**config.mk**
```make
export PLATFORM = sky130hd
export DESIGN_NAME = pll_reset_sequencer
export DESIGN_NICKNAME = d
export VERILOG_FILES = /design/src/rtl/pll_reset_sequencer.sv
export SDC_FILE = /design/constraint.sdc
export NUM_CORES = 1
export LEC_CHECK = 0
export CAP_MARGIN = 10
export CELL_PAD_IN_SITES_DETAIL_PLACEMENT = 1
export CELL_PAD_IN_SITES_GLOBAL_PLACEMENT = 1
export CORE_UTILIZATION = 43
export DETAILED_ROUTE_END_ITERATION = 7
export PLACE_DENSITY = 0.78
export SLEW_MARGIN = 20
export SYNTH_ARGS = -nofsm -noshare
export SYNTH_HDL_FRONTEND = slang
export SYNTH_SLANG_ARGS = --single-unit
```
**constraint.sdc**
```tcl
create_clock -name clock -period 4.14 [get_ports clock]
set_input_delay 0.621 -clock clock [delete_from_list [all_inputs] [get_ports clock]]
set_output_delay 0.621 -clock clock [all_outputs]
set_load 0.02 [all_outputs]
```
**src/rtl/pll_reset_sequencer.sv**
```systemverilog
// rtl/pll_reset_sequencer.sv - PLL lock synchroniser and ordered per-domain reset release
module pll_reset_sequencer #(
  parameter int SYNC_STAGES    = 2,
  parameter int STABLE_CYCLES  = 1024,
  parameter int STAGE_GAP      = 16,
  parameter int NUM_STAGES     = 3,
  parameter int RELOCK_TIMEOUT = 65536,
  parameter int PLL_RST_CYCLES = 32
) (
  input  logic                  clock,
  input  logic                  reset,
  input  logic                  locked_async,
  output logic [NUM_STAGES-1:0] rst_out,
  output logic                  pll_rst,
  output logic                  all_ready,
  output logic [7:0]            lock_lost_count,
  output logic [2:0]            state_dbg
);

  localparam int REL_SPAN = NUM_STAGES * STAGE_GAP;
  localparam int MAX_A    = (STABLE_CYCLES > RELOCK_TIMEOUT) ? STABLE_CYCLES : RELOCK_TIMEOUT;
  localparam int MAX_B    = (PLL_RST_CYCLES > REL_SPAN) ? PLL_RST_CYCLES : REL_SPAN;
  localparam int MAX_V    = (MAX_A > MAX_B) ? MAX_A : MAX_B;
  localparam int CW       = ($clog2(MAX_V + 1) > 17) ? $clog2(MAX_V + 1) : 17;

  localparam logic [CW-1:0] STABLE_LAST  = CW'(STABLE_CYCLES - 1);
  localparam logic [CW-1:0] TIMEOUT_LAST = CW'(RELOCK_TIMEOUT - 1);
  localparam logic [CW-1:0] PULSE_LAST   = CW'(PLL_RST_CYCLES - 1);

  typedef enum logic [2:0] {
    WAIT_LOCK = 3'd0,
    STABLE    = 3'd1,
    RELEASE   = 3'd2,
    RUN       = 3'd3,
    PLL_RESET = 3'd4
  } state_t;

  logic [SYNC_STAGES-1:0] sync_q;
  logic                   locked_s;
  state_t                 state, state_next;
  logic [CW-1:0]          cnt, cnt_next, cnt_inc;
  logic [NUM_STAGES-1:0]  rst_next;
  logic [7:0]             lost_next;

  always_ff @(posedge clock) begin
    if (reset) begin
      sync_q <= '0;
    end else begin
      sync_q <= {sync_q[SYNC_STAGES-2:0], locked_async};
    end
  end

  assign locked_s = sync_q[SYNC_STAGES-1];

  always_comb begin
    state_next = state;
    cnt_next   = cnt;
    rst_next   = rst_out;
    lost_next  = lock_lost_count;
    cnt_inc    = cnt + CW'(1);
    case (state)
      WAIT_LOCK: begin
        rst_next = '1;
        if (locked_s) begin
          state_next = STABLE;
          cnt_next   = '0;
        end else if (cnt == TIMEOUT_LAST) begin
          state_next = PLL_RESET;
          cnt_next   = '0;
        end else begin
          cnt_next = cnt_inc;
        end
      end
      PLL_RESET: begin
        if (cnt == PULSE_LAST) begin
          state_next = WAIT_LOCK;
          cnt_next   = '0;
        end else begin
          cnt_next = cnt_inc;
        end
      end
      STABLE: begin
        // Any low sample restarts the qualification window from scratch.
        if (!locked_s) begin
          state_next = WAIT_LOCK;
          cnt_next   = '0;
        end else if (cnt == STABLE_LAST) begin
          state_next  = RELEASE;
          cnt_next    = '0;
          rst_next[0] = 1'b0;
        end else begin
          cnt_next = cnt_inc;
        end
      end
      RELEASE, RUN: begin
        if (!locked_s) begin
          state_next = WAIT_LOCK;
          cnt_next   = '0;
          rst_next   = '1;
          if (lock_lost_count != 8'hff) lost_next = lock_lost_count + 8'd1;
        end else if (state == RELEASE) begin
          cnt_next = cnt_inc;
          for (int k = 1; k < NUM_STAGES; k++) begin
            if (cnt_inc == CW'(k * STAGE_GAP)) rst_next[k] = 1'b0;
          end
          // Last bit dropping (or a single-stage chain already clear) completes the release.
          if (rst_next == '0) begin
            state_next = RUN;
            cnt_next   = '0;
          end
        end
      end
      default: begin
        state_next = WAIT_LOCK;
        cnt_next   = '0;
        rst_next   = '1;
      end
    endcase
  end

  always_ff @(posedge clock) begin
    if (reset) begin
      state           <= WAIT_LOCK;
      cnt             <= '0;
      rst_out         <= '1;
      pll_rst         <= 1'b0;
      all_ready       <= 1'b0;
      lock_lost_count <= 8'd0;
    end else begin
      state           <= state_next;
      cnt             <= cnt_next;
      rst_out         <= rst_next;
      pll_rst         <= (state_next == PLL_RESET);
      all_ready       <= (state_next == RUN);
      lock_lost_count <= lost_next;
    end
  end

  assign state_dbg = state;

endmodule

```
==> results.cfg, run 1 <==
[floorplanning]
dieHeight_um = 72.56
die-area_mm2 = 0.005265
coreArea_mm2 = 0.004755
rows = 25
start_util = 0.4503
io_pins = 19
die_w_um = 72.56

[setup_path]
path_max_fanout = 8
cp.required_ps = 4330
cp.depth = 15
end_kind = flop
cp_top_family = simple AND/OR/NAND/NOR gates
startpoint_type = flop
cp_num_buf_inv = 2
cpPeakStageDelay_ps = 630
worstSetupPathType = reg2reg
cp_slowest_cell = or4b_1
crit_chain = ha_1 > nand3_1 > nor3_2 > buf_4 > and3_1 > nand3_1 > inv_1 > ha_1 > nor3_1 > a31oi_1 > nor3_1 > nor3_2 > or4b_1 > a41o_1 > a22o_1
worstRegToRegCells = 15
arrival_ps = 3880

[finish]
post_route_cells_drive_above_1_share = 0.09091
stdcell_count = 342
layout_commonest_cell = dfxtp_1
nets = 281
diodes = 0
syn_to_final_growth_pct = 13.97
mostFrequentLayoutCells = dfxtp_1 (35), nand2_1 (24), nor2_1 (20)

[global_routing]
grt-ovfl-total = 0
track_usage = 0.2422
grt_max_degree = 23
grt_pass1_vias = 1957
antenna_found_initial = 0
grt_pass1_wl_um = 9763

[logic_synthesis]
synth.avg_cell_area_um2 = 8.109
yosys_warnings = 0
synth_cells = 264
synth.cell_area_mm2 = 0.002141
synth-main-ff-cell = dfxtp_1
yosysSeqAreaShare = 0.3273
yosys.area.top_type = dfxtp_1
yosysUniqueCellTypes = 54
yosys.area.top_type_share = 0.3273
netlist_top_cells_area = dfxtp_1 (33%), nand2_1 (4.2%), a21oi_1 (4.0%), nor2_1 (3.5%), xor2_1 (3.3%)
synthArstFlopShare = 0
syn_nets = 271
synth-edff-count = 0
ys_ff_latch = 35

[power]
total_power_w = 0.0006442
power_leakage_nw = 0.9273
peakVddDrop_mv = 0.1672
p_per_area_mw_per_mm2 = 264.0

[sta]
period_share = 0.8919
relSlewSlack = 0.3976
setup_viol = 0
tns_ps = 0
drv_slew = 0
tightest_slew_ps = 900.3
hold_ws_ps = 451.6
hold_viol_final = 0
max_freq_mhz = 270.8
fin_skew_ps = 5.879
rsz0062_at_grt = false
fin_crit_ps = 3693

[clocking]
cts_setup_buffers = 0
clkSinkCount = 35
cts_resized = 0
cts_root_buffer = clkbuf_8
ctsHoldBuffers = 0
cts_tree = yes
cts_buffer_depth = 2
cts_buffers = 5
clk_pin_slew_ps = 80
clk_latency_ps = 300
h-tree-depth = 2

[placement]
port_buffers = 18
dp.cells = 334
gp_congestion = 0.7977
place_hpwl_um = 4209

[worst_hold_path]
worst_hold_path_type = reg2reg
holdPathStages = 1

[drt]
antenna_left = 0
first_pass_iters = 4
avgViaCountPerCell = 5.950
drt-initial-drc-count = 179
drt-total-wl_um = 5921
vias = 2035
drc = 0
wire_per_inst_um = 17.31

[run_status]
status = finished, final reports clean

[run]
maxCapViolations = 0
[synth_stat cells, types with 5 or more instances]
library cell,n
inv_1,10
nand2_1,24
a211oi_1,7
dfxtp_1,35
xor2_1,8
a21oi_1,17
nand4_1,5
clkbuf_1,11
and3_1,7
a31oi_1,6
buf_2,6
nand3_1,8
a41o_1,5
nor3_1,8
o21ai_0,7
nand2b_1,5
nor2_1,20
xnor2_1,7
a22o_1,6
[layer usage]
| layer | part of all wire | up-vias | track usage | wire (um) |
|---|---|---|---|---|
| met5 | 0 | - | 0 | 0 |
| li1 | - | 1000 | - | - |
| met3 | 0.030 | 9 | 0.05139 | 180 |
| met1 | 0.49 | 1002 | 0.3342 | 2913 |
| met2 | 0.46 | 24 | 0.3718 | 2746 |
| met4 | 0.014 | 0 | 0.08715 | 81 |
[power breakdown]
group / switching [W] / leakage, nW / internal, W / total (W)
combinational: 0.0000226 / 0.604 / 0.0000162 / 0.0000388
sequential: 0.00000912 / 0.283 / 0.000341 / 0.000350
clock: 0.000138 / 0.0402 / 0.000117 / 0.000255
total: 0.000170 / 0.927 / 0.000474 / 0.000644
[final timing paths]
path | from | to | slack, ps
min | sync_q[0]$_SDFF_PP0_ | sync_q[1]$_SDFF_PP0_ | 450
min reg2reg | sync_q[0]$_SDFF_PP0_ | sync_q[1]$_SDFF_PP0_ | 450
max reg2reg | cnt[0]$_SDFFE_PP0P_ | cnt[2]$_SDFFE_PP0P_ | 450
max | cnt[0]$_SDFFE_PP0P_ | cnt[2]$_SDFFE_PP0P_ | 450
[kinds of logic (layout without fill, tap and decap cells)]
logic type / Yosys count / after routing / share of synthesized area
AOI/OAI and AO/OA: 74 / 74 / 0.2501
xor gates and xnor gates: 15 / 15 / 0.06137
adders and majority gates: 4 / 4 / 0.02338
DFF: 35 / 35 / 0.3273
muxes: 1 / 1 / 0.004676
and+or+nand+nor: 106 / 106 / 0.2764
buffers and inverters: 29 / 40 / 0.05669
[cell type report]
cell class	count	area [um2]
multi-input cells	200	1319
well taps	67	83.83
fillers	605	2315
inverters	10	37.54
clock inverters	3	20.02
clock buffers	5	68.82
flip-flops and latches	35	700.7
repair buffers	22	210.2
[stage by stage]
stage | setup WS (ps) | cell area [um2] | utilization
floorplan | 872.9 | 2141 | -
finish | 447.4 | 2440 | 0.5132
global placement | 643.8 | 2351 | 0.4945
CTS | 457.0 | 2440 | 0.5132
detailed placement | 503.3 | 2351 | 0.4945
global route | 147.8 | 2440 | 0.5132
[worst register-to-register path, cell delays in order (launching register included)]
cell,delay (ps)
dfxtp_1,470
ha_1,320
nand3_1,220
nor3_2,250
buf_4,180
and3_1,210
nand3_1,110
inv_1,80
ha_1,160
nor3_1,50
a31oi_1,160
nor3_1,80
nor3_2,200
or4b_1,630
a41o_1,300
a22o_1,170
[state kept, by name, indices dropped and copies added, names as in the netlist]
name,flops
sync_q,2
state_dbg,3
all_ready,1
pll_rst,1
rst_out,3
lock_lost_count,8
cnt,17
No activity file was read; power rests on OpenSTA's default activity.
==> inputs of run 2 (changes only) <==
--- a/config.mk
+++ b/config.mk
@@ -8,10 +8,10 @@
 export CAP_MARGIN = 10
 export CELL_PAD_IN_SITES_DETAIL_PLACEMENT = 1
 export CELL_PAD_IN_SITES_GLOBAL_PLACEMENT = 1
+export CORE_MARGIN = 5
 export CORE_UTILIZATION = 43
 export DETAILED_ROUTE_END_ITERATION = 7
 export PLACE_DENSITY = 0.78
-export SLEW_MARGIN = 20
 export SYNTH_ARGS = -nofsm -noshare
 export SYNTH_HDL_FRONTEND = slang
 export SYNTH_SLANG_ARGS = --single-unit
==> run 2 against run 1 <==
Compared with the run above:
- non-clock buffer count stayed put
- flip-flop and latch count is the same
- die area up 23%
- clock power increased by 27%
- final area up 1.2%
- largest cell class unchanged
- power grew 11%
==> results.cfg, run 2 (synthesized netlist as in run 1, its figures left out) <==
[drt]
drt-total-wl_um = 5991
drt-initial-drc-count = 161
first_pass_iters = 4
antenna_left = 0
highest_layer = met4
vias = 2048
wl_met2_um = 2749
wl_met1_um = 2912
wl_met3_um = 250
avgViaCountPerCell = 5.988
drc = 0
wire_per_inst_um = 17.52

[placement]
place_hpwl_um = 4204
dp.cells = 334
port_buffers = 18
gp_congestion = 0.8875
place_area_mm2 = 0.002351

[power]
p_per_area_mw_per_mm2 = 289.0
peakVddDrop_mv = 0.1373
power_leakage_nw = 0.9483
total_power_w = 0.0007135

[floorplanning]
dieHeight_um = 80.56
io_pins = 19
rows = 25
die-area_mm2 = 0.006490
coreArea_mm2 = 0.004786
die_w_um = 80.56
start_util = 0.4473

[sta]
rsz0062_at_grt = false
setup_viol = 0
max_freq_mhz = 281.3
tns_ps = 0
relSlewSlack = 0.3550
hold_viol_final = 0
fin_crit_ps = 3555
tightest_slew_ps = 963.9
fin_skew_ps = 4.913
period_share = 0.8587
drv_slew = 0
hold_ws_ps = 444.4

[finish]
post_route_cells_drive_above_1_share = 0.09091
largest_reg_flops = 17
top_register = cnt
diodes = 0
top_regs = cnt x17, lock_lost_count x8
nets = 281
mostFrequentLayoutCells = dfxtp_1 (35), nand2_1 (24), nor2_1 (20)
layout_commonest_cell = dfxtp_1
finalInstanceArea_mm2 = 0.002469
stdcell_count = 342
syn_to_final_growth_pct = 15.31

[setup_path]
worstSetupPathType = reg2reg
cp.required_ps = 4330
arrival_ps = 3750
startpoint_type = flop
end_kind = flop
path_max_fanout = 8

[clocking]
ctsHoldBuffers = 0
cts_buffer_depth = 2
clk_pin_slew_ps = 70
cts_root_buffer = clkbuf_8
clkSinkCount = 35
clk_latency_ps = 290
cts_buffers = 5
cts_setup_buffers = 0
h-tree-depth = 2
cts_resized = 0
cts_tree = yes

[run]
maxCapViolations = 0

[worst_hold_path]
worst_hold_path_type = reg2reg

[global_routing]
antenna_found_initial = 0
track_usage = 0.2032
grt_max_degree = 23
grt-ovfl-total = 0
grt_pass1_wl_um = 10120
grt_pass1_vias = 1990

[run_status]
status = finished, final reports clean
## run 2: cell types whose count changed in the layout (fill, tap and decap cells not counted), sizes merged
cell      before  now
clkbuf         5    6
clkinvlp       2    0
bufinv         0    1
## run 2: path summary, 6_finish.rpt
kind	from	end	slack (ps)	cells after the start
setup / recovery	cnt[0]$_SDFFE_PP0P_	cnt[13]$_SDFFE_PP0P_	590	14
hold / removal	sync_q[0]$_SDFF_PP0_	sync_q[1]$_SDFF_PP0_	440	1
setup reg to reg	cnt[0]$_SDFFE_PP0P_	cnt[13]$_SDFFE_PP0P_	590	14
hold reg to reg	sync_q[0]$_SDFF_PP0_	sync_q[1]$_SDFF_PP0_	440	1
## run 2: layout make-up
class,count,area [um2]
clock inverter,2,35.03
timing repair buffer,22,210.2
clock buffer,6,82.58
fill,590,2317
sequential,35,700.7
tap,67,83.83
multi-input combinational,200,1319
inverter,10,37.54
## run 2: where the power goes
part / internal, W / switching [W]
sequential: 0.000341 / 0.00000961
clock: 0.000195 / 0.000130
combinational: 0.0000161 / 0.0000225
## run 2: routing by layer
layer | track usage | vias to the layer above
met3 | 0.04709 | 7
met4 | 0.07770 | 0
met5 | 0 | -
met1 | 0.2820 | 1008
met2 | 0.3022 | 39
li1 | - | 994
## run 2: metrics by stage
| stage | setup WS, ps | util |
|---|---|---|
| 3_3_place_gp | 807.5 | 0.4912 |
| 5_1_grt | 263.8 | 0.5158 |
| 3_5_place_dp | 645.9 | 0.4912 |
| 4_1_cts | 620.7 | 0.5158 |
| 2_1_floorplan | 872.9 | - |
| 6_report | 585.0 | 0.5158 |
## run 2: worst max-delay path: stages, from the launching register on
cell	delay [ps]
dfxtp_1	460
ha_1	350
nand3_1	240
nor3_2	270
and3_1	210
nand3_1	110
inv_1	80
ha_1	160
nor3_1	50
a31oi_1	170
nor3_1	70
nor3_2	200
or4b_1	620
a41o_1	300
a22o_1	170
==> inputs of run 3 (changes only) <==
--- a/config.mk
+++ b/config.mk
@@ -11,6 +11,7 @@
 export CORE_MARGIN = 5
 export CORE_UTILIZATION = 43
 export DETAILED_ROUTE_END_ITERATION = 7
+export MAX_ROUTING_LAYER = met4
 export PLACE_DENSITY = 0.78
 export SYNTH_ARGS = -nofsm -noshare
 export SYNTH_HDL_FRONTEND = slang
==> run 3 against run 2 <==
Compared with the run above:
- first-iteration DRC count is 9.3% higher
- clock skew is 4.0 ps higher
- final area stayed put
- sequential share of layout area stayed put
- sequential power hardly changed
- combinational power hardly changed
- final cell count stayed put
- register-to-register slack hardly changed
- via count is 1.2% lower
- largest power group unchanged
==> results.cfg, run 3 (synthesized netlist as in run 1, its figures left out) <==
[drt]
drc = 0
vias = 2023
drt-total-wl_um = 5983
wire_per_inst_um = 17.49
avgViaCountPerCell = 5.915
drt-initial-drc-count = 176
first_pass_iters = 4
antenna_left = 0

[finish]
nets = 281
diodes = 0
seq_area_um2 = 700.7
post_route_cells_drive_above_1_share = 0.09091
layout_commonest_cell = dfxtp_1
top_register = cnt
fillers = 590
syn_to_final_growth_pct = 15.31
top_regs = cnt x17, lock_lost_count x8
mostFrequentLayoutCells = dfxtp_1 (35), nand2_1 (24), nor2_1 (20)
finalInstanceArea_mm2 = 0.002469
largest_reg_flops = 17
multi_input_area_mm2 = 0.001319

[clocking]
cts_tree = yes
cts_root_buffer = clkbuf_8
cts_resized = 0
clk_pin_slew_ps = 80
cts_buffer_depth = 2
h-tree-depth = 2
cts_buffers = 5
cts_setup_buffers = 0
clk_latency_ps = 300
ctsHoldBuffers = 0
clkSinkCount = 35

[sta]
fin_skew_ps = 8.863
max_freq_mhz = 280.8
setup_viol = 0
relSlewSlack = 0.3417
fin_crit_ps = 3562
hold_viol_final = 0
period_share = 0.8603
drv_slew = 0
hold_ws_ps = 444.2
tns_ps = 0
rsz0062_at_grt = false
timing.final.ws_setup_ps = 578.3
tightest_slew_ps = 983.8

[setup_path]
startpoint_type = flop
worstSetupPathType = reg2reg
path_max_fanout = 8
end_kind = flop
cp.required_ps = 4340
arrival_ps = 3760

[power]
p_sw_w = 0.0001622
p_int_w = 0.0005519
p_per_area_mw_per_mm2 = 289.3
combPwrFrac = 0.054
peakVddDrop_mv = 0.1372
power_leakage_nw = 0.9483
swShare = 0.2271
pwr-share-clk = 0.455
p_seq_frac = 0.491
total_power_w = 0.0007141

[floorplanning]
dieHeight_um = 80.56
coreArea_mm2 = 0.004786
start_util = 0.4473
rows = 25
die-area_mm2 = 0.006490
die_w_um = 80.56
io_pins = 19

[global_routing]
grt_pass1_vias = 1998
grt-ovfl-total = 0
grt_pass1_wl_um = 10120
antenna_found_initial = 0
grt_max_degree = 23
track_usage = 0.2085

[run_status]
status = finished, final reports clean

[run]
maxCapViolations = 0

[placement]
place_area_mm2 = 0.002351
port_buffers = 18
place_hpwl_um = 4204
dpl_worst_slack_ps = 645.9
gp_congestion = 0.9024

[worst_hold_path]
worst_hold_path_type = reg2reg
## run 3: layer usage
| metal | part of all wire | track usage | vias up |
|---|---|---|---|
| met2 | 0.45 | 0.3038 | 32 |
| li1 | - | - | 990 |
| met1 | 0.50 | 0.2820 | 994 |
| met3 | 0.035 | 0.04484 | 7 |
| met5 | 0 | - | - |
| met4 | 0.013 | 0.07770 | 0 |
## run 3: layout make-up
cell class,count,share of cell area
Clock inverter,2,0.01419
Inverter,10,0.01521
Sequential cell,35,0.2838
Tap cell,67,0.03396
Timing Repair Buffer,22,0.08515
Clock buffer,6,0.03345
Multi-Input combinational cell,200,0.5342
## run 3: worst paths after layout
kind | startpoint | endpoint | slack [ps] | depth (start not counted)
max | cnt[0]$_SDFFE_PP0P_ | cnt[2]$_SDFFE_PP0P_ | 580 | 14
min reg2reg | sync_q[0]$_SDFF_PP0_ | sync_q[1]$_SDFF_PP0_ | 440 | 1
max reg2reg | cnt[0]$_SDFFE_PP0P_ | cnt[2]$_SDFFE_PP0P_ | 580 | 14
min | sync_q[0]$_SDFF_PP0_ | sync_q[1]$_SDFF_PP0_ | 440 | 1
## run 3: metrics by stage
step / instances / util
after global routing: 342 / 0.5158
after detailed placement: 334 / 0.4912
final: 342 / 0.5158
after floorplan: 264 / -
after global placement: 334 / 0.4912
after CTS: 342 / 0.5158
## run 3: worst max-delay path, stage by stage, from the launching register on
cell	delay, ps
dfxtp_1	460
ha_1	350
nand3_1	230
nor3_2	270
and3_1	220
nand3_1	110
inv_1	80
ha_1	160
nor3_1	50
a31oi_1	170
nor3_1	70
nor3_2	200
or4b_1	620
a41o_1	300
a22o_1	170
## run 3: power by group through the flow
stage | Sequential, W | Clock [W] | Combinational (W)
2_1_floorplan | 0.000353 | 0 | 0.0000303
3_3_place_gp | 0.000357 | 0 | 0.0000372
3_5_place_dp | 0.000358 | 0 | 0.0000377
4_1_cts | 0.000350 | 0.000333 | 0.0000384
5_1_grt | 0.000352 | 0.000356 | 0.0000422
6_report | 0.000351 | 0.000325 | 0.0000386
